--- config.mk ---
export PLATFORM = sky130hd
export DESIGN_NAME = vga_char_fifo
export DESIGN_NICKNAME = d
export VERILOG_FILES = /design/src/rtl/vga_char_fifo.sv
export SDC_FILE = /design/constraint.sdc
export NUM_CORES = 1
export LEC_CHECK = 0
export CORE_ASPECT_RATIO = 1.5
export CORE_MARGIN = 1.5
export CORE_UTILIZATION = 39
export CTS_BUF_LIST = sky130_fd_sc_hd__clkbuf_8
export CTS_CLUSTER_DIAMETER = 100
export CTS_CLUSTER_SIZE = 25
export DETAILED_ROUTE_END_ITERATION = 7
export GPL_ROUTABILITY_DRIVEN = 0
export GPL_TIMING_DRIVEN = 0
export PLACE_DENSITY_LB_ADDON = 0.1
export SLEW_MARGIN = 20
export SYNTH_ARGS = -nofsm -noshare
export SYNTH_HDL_FRONTEND = slang
export SYNTH_SLANG_ARGS = --single-unit
--- constraint.sdc ---
create_clock -name HCLK -period 6.95 [get_ports HCLK]
set_input_delay 1.39 -clock HCLK [delete_from_list [all_inputs] [get_ports HCLK]]
set_output_delay 1.39 -clock HCLK [all_outputs]
set_load 0.02 [all_outputs]
--- src/rtl/vga_char_fifo.sv ---
// Character FIFO between the AHB write path and the VGA text console, with a paced drain FSM.
// Optional macro VGA_CHAR_FIFO_OVF_CNT_EN adds ovf_cnt, a saturating count of dropped pushes.
module vga_char_fifo #(
  parameter int DEPTH = 16,
  parameter int GAP   = 0
) (
  input  logic                     HCLK,
  input  logic                     HRESET,
  input  logic                     wr_en,
  input  logic [7:0]               wr_data,
  input  logic                     scroll,
  output logic                     font_we,
  output logic [7:0]               font_data,
  output logic                     full,
  output logic                     empty,
  output logic [$clog2(DEPTH):0]   count
`ifdef VGA_CHAR_FIFO_OVF_CNT_EN
  ,
  output logic [7:0]               ovf_cnt
`endif
);

  localparam int AW = $clog2(DEPTH);
  localparam logic [AW-1:0] PTR_ONE  = AW'(1);
  localparam logic [AW:0]   CNT_ONE  = (AW+1)'(1);
  localparam logic [AW:0]   FULL_CNT = (AW+1)'(DEPTH);
  localparam logic [3:0]    GAP_LAST = 4'((GAP > 0) ? GAP - 1 : 0);

  typedef enum logic [1:0] {IDLE, ISSUE, WAIT} state_t;

  state_t          state;
  logic [3:0]      gap_cnt;
  logic [7:0]      mem [DEPTH];
  logic [AW-1:0]   wr_ptr;
  logic [AW-1:0]   rd_ptr;
  logic            pop;
  logic            push;

  assign full  = (count == FULL_CNT);
  assign empty = (count == '0);

  // A pop only ever happens on the IDLE -> ISSUE edge; a push into a full FIFO rides on it.
  assign pop  = (state == IDLE) && !empty && !scroll;
  assign push = wr_en && (!full || pop);

  // NOTE: the storage array has no reset; stale entries are unreachable once pointers and count clear.
  always_ff @(posedge HCLK) begin
    if (push) mem[wr_ptr] <= wr_data;
  end

  // NOTE: all sequential state uses non-blocking assignments so every register samples pre-edge values.
  always_ff @(posedge HCLK or posedge HRESET) begin
    if (HRESET) begin
      wr_ptr <= '0;
      rd_ptr <= '0;
      count  <= '0;
    end else begin
      if (push) wr_ptr <= wr_ptr + PTR_ONE;
      if (pop)  rd_ptr <= rd_ptr + PTR_ONE;
      case ({push, pop})
        2'b10:   count <= count + CNT_ONE;
        2'b01:   count <= count - CNT_ONE;
        default: count <= count;
      endcase
    end
  end

  always_ff @(posedge HCLK or posedge HRESET) begin
    if (HRESET) begin
      state     <= IDLE;
      gap_cnt   <= '0;
      font_we   <= 1'b0;
      font_data <= 8'h00;
    end else begin
      case (state)
        IDLE: begin
          if (pop) begin
            state     <= ISSUE;
            font_we   <= 1'b1;
            font_data <= mem[rd_ptr];
          end
        end
        ISSUE: begin
          font_we   <= 1'b0;
          font_data <= 8'h00;
          gap_cnt   <= '0;
          state     <= (GAP > 0) ? WAIT : IDLE;
        end
        WAIT: begin
          // Gap is a fixed edge count; scroll and pushes have no effect here.
          if (gap_cnt == GAP_LAST) state <= IDLE;
          else                     gap_cnt <= gap_cnt + 4'd1;
        end
        default: begin
          state     <= IDLE;
          font_we   <= 1'b0;
          font_data <= 8'h00;
        end
      endcase
    end
  end

`ifdef VGA_CHAR_FIFO_OVF_CNT_EN
  logic drop;
  assign drop = wr_en && full && !pop;

  always_ff @(posedge HCLK or posedge HRESET) begin
    if (HRESET)                        ovf_cnt <= 8'h00;
    else if (drop && ovf_cnt != 8'hFF) ovf_cnt <= ovf_cnt + 8'd1;
  end
`endif

endmodule

==> results.txt <==
- CP startpoint kind: register
- Peak VDD IR: about 160 uV
* # clock sinks: 150
* Die Footprint: 16300 um2
- In this design, the stage delay of the slowest critical-path cell is roughly 0.60 ns.
- Among all flip-flop cells after synthesis, the most frequent one is sky130_fd_sc_hd__edfxtp_1.
* Final Hold Viols: 0
* Synthesized cell area: between 6000 and 7000 um2
- Number of synthesized register bits: 150
- CP arrival: ~2.3 ns
* Register clock-pin slew on the reported worst setup and hold paths: around 0.080 ns
* Total of warnings raised by yosys: 0
- TritonCTS created 17 clock buffers.
- Data on the critical path is required at its endpoint by about 5.6 ns.
- From synthesis to final layout, the design area changed by 17.1%.
* Port Buf Inserts: 27
- Synthesis instantiated slightly above 40 different standard cells from the library.
- TritonCTS built the clock tree.
- Among all stages on the critical path, the largest delay is contributed by sky130_fd_sc_hd__clkdlybuf4s50_1.
* Unrepaired setup endpoints after global routing: false
- For this block, the initial DRC count from the detailed router was about 180.
* Antenna Violating Nets Remaining: 0
* Setup violations, final: 0
- Sequential cell area: about 4400 um2
- In this run the deepest clock path goes through 2 buffers.
* Number of detailed-route iterations in the first pass: 4
- Most used cells in the layout excluding fill and tap cells: sky130_fd_sc_hd__edfxtp_1 (128), sky130_fd_sc_hd__mux4_2 (32), sky130_fd_sc_hd__clkdlybuf4s50_1 (27), sky130_fd_sc_hd__dfrtp_1 (22), sky130_fd_sc_hd__clkbuf_8 (19)
- Element type at the critical path end: output pin
* Largest driver fanout on the critical path: 6
- Final antenna diode count: 0
- Total number of nets in the final design: 391
* Detailed-placement wirelength estimate: around 8600 um
- In this run, post-CTS hold repair placed 0 buffers.
- A synthesized cell averages 19.0 um2.
- Number of max-cap violations: 0
* Multi-input logic area: approximately 1600 um2
- Dividing the detail-routed via count by the number of cells gives 5.22.
- The first global-routing pass estimated approximately 20000 um of wire.
- Antenna violations before repair: 0
- During I/O placement, the number of pins put on the boundary was 28.
- Of the available clock period, the critical path in the final layout requires between 50% and 60%.
- Once the clock tree was built, the setup fixing pass inserted 0 buffers.
- Layout fillers: 1317
- Measured slew at the worst slew-check pin: between 1 and 1.5 ns
- Headroom to the max-slew limit: between 30 and 40%
- Upper clock frequency limit: 0.270 GHz
- The path class of the tightest hold or removal check is reg -> reg.
* EDFF count, synth: 128
- Starting utilization of the core area: 40.1%
- Power spread over the standard cell area amounts to 401 nW/um2.
* Main area contributors after synthesis: sky130_fd_sc_hd__edfxtp_1 (63%), sky130_fd_sc_hd__mux4_2 (12%), sky130_fd_sc_hd__dfrtp_1 (9.1%)
- Worst setup path category: reg -> out
- Summed over all failing endpoints, the final setup total negative slack is 0 ns.
- DRC violation count after routing: 0
- Post-cts gate resize count: 0
* Total overflow reported by the global router: 0
- Non-filler instance count after layout: between 500 and 600
- The routed design could run at a clock period as short as 3.70 ns.
- Tot GR Track Use: approximately 17%
* Later-pin clock latency in the skew report: 0.42 ns
* Status: finished, final reports clean
- Area inside the core boundary: 15100 um2
- CTS HTree Levels: 4
- Of all cell types, the one taking the most synthesized area is sky130_fd_sc_hd__edfxtp_1.
- Die Span X: 105 um
- The post-route netlist has 22.5% of its cells at a drive strength greater than 1.
* Number of global-route vias before repair: roughly 3300
- The analysis attributes to cell leakage a power of 2.44 nW.
* Share of flip-flops with an asynchronous set or reset after synthesis: between 10% and 20%
- For this block, the routed nets add up to around 13000 um of wire.
- The final-report max-slew violation count was 0.
- Of the synthesized area, sequential elements account for 72.3%.
* Number of placement rows: 55
- The number of nets handed over by synthesis was ~340.
* Yosys top cell area share: 63.3%
- Via total after detailed routing: about 3000
- Clock Skews: ~0.0085 ns
* Cells along the critical path: or4_1 -> buf_2 -> nor2_1 -> clkdlybuf4s50_1
* Routed length per placed instance: 22.1 um
- Post-Synthesis Cells: between 300 and 400
* Maximum number of pins on one net before global-route repair: 23
* Chip height: about 160 um
* # placed instances: 550
- CTS placed an instance of sky130_fd_sc_hd__clkbuf_8 at the clock tree root.
* Most common cell after layout, fill and taps aside: sky130_fd_sc_hd__edfxtp_1
final timing paths:
kind / startpoint / endpoint / slack (ns) / depth (start not counted)
min in group asynchronous: HRESET / count[1] / 1.47 / 2
min reg2reg: font_data[0] / font_data[0] / 0.49 / 1
min: font_data[0] / font_data[0] / 0.49 / 1
max reg2reg: state[0] / count[4] / 4.24 / 7
max: count[0] / empty / 3.25 / 4
max in group asynchronous: HRESET / font_data[4] / 4.89 / 2
report_power, final:
part / switching [mW] / leakage (nW) / internal, mW / total, mW
sequential: 0.0656 / 1.43 / 1.11 / 1.18
combinational: 0.504 / 0.772 / 0.409 / 0.913
clock: 0.315 / 0.238 / 0.446 / 0.761
total: 0.884 / 2.44 / 1.97 / 2.85
per-stage QoR:
step                      util, %  hold WS (ns)  total power [mW]  cell area, um2  worst slack (ns)
final                        47.0         0.485              2.85            7110              3.25
after global routing         47.0         0.522              3.00            7110              3.13
after CTS                    47.0         0.492              2.89            7110              3.20
after detailed placement     43.9         0.473              2.13            6640              2.94
after global placement       43.6         0.464              2.11            6590              2.72
after floorplan                 -         0.531              1.81            6070              3.77
flip-flops by register name, summed over array words and instances, names as in the netlist:
signal	flops
mem	128
font_data	8
count	5
rd_ptr	4
wr_ptr	4
state	1
Yosys cell counts, types with 2 or more instances:
cell                         n
sky130_fd_sc_hd__a211o_1     2
sky130_fd_sc_hd__a21o_1      3
sky130_fd_sc_hd__a21oi_1     3
sky130_fd_sc_hd__buf_1       3
sky130_fd_sc_hd__buf_2       7
sky130_fd_sc_hd__clkbuf_1    5
sky130_fd_sc_hd__dfrtp_1    22
sky130_fd_sc_hd__edfxtp_1  128
sky130_fd_sc_hd__ha_1        8
sky130_fd_sc_hd__inv_1       8
sky130_fd_sc_hd__mux2_1      2
sky130_fd_sc_hd__mux2i_1    17
sky130_fd_sc_hd__mux4_2     32
sky130_fd_sc_hd__nand2_1    15
sky130_fd_sc_hd__nand2b_1    2
sky130_fd_sc_hd__nand3b_1    6
sky130_fd_sc_hd__nor2_1     15
sky130_fd_sc_hd__nor3_1      4
sky130_fd_sc_hd__o21ai_0     2
sky130_fd_sc_hd__o221ai_1    6
sky130_fd_sc_hd__o22ai_1     2
sky130_fd_sc_hd__or3_1       2
sky130_fd_sc_hd__xnor2_1     8
critical path: cells and delay by family (launching register included):
| kind | cells | cell delay (ns) |
|---|---|---|
| buffers and inverters | 2 | 0.78 |
| flip-flops | 1 | 0.45 |
| AND/OR/NAND/NOR | 2 | 0.65 |
cells by family after synthesis:
group           after synthesis  synth area share, %
simple gates                 52                 4.45
compound gates               25                 3.23
xor+xnor                      8                 1.15
flops                       150                 72.3
buf+inv                      25                 1.81
fa+ha+maj                     9                 1.98
mux                          51                 15.0
layer usage:
metal | part of all wire (%) | vias to the layer above | global-route usage [%]
met5 | 0 | - | 0
met4 | 2.6 | 0 | 6.98
met3 | 2.3 | 15 | 3.59
met2 | 55 | 57 | 31.2
met1 | 40 | 1594 | 19.1
li1 | - | 1372 | -
cell type report:
type,instances,share of cell area [%]
multi-input cells,145,22.4
inverters,9,0.475
plain buffers,16,1.07
clock buffers,19,3.68
flip-flops and latches,150,61.8
well taps,199,3.50
repair buffers,31,4.22
clock inverters,13,2.89
Note: power is estimated with default switching activity, not from simulation.
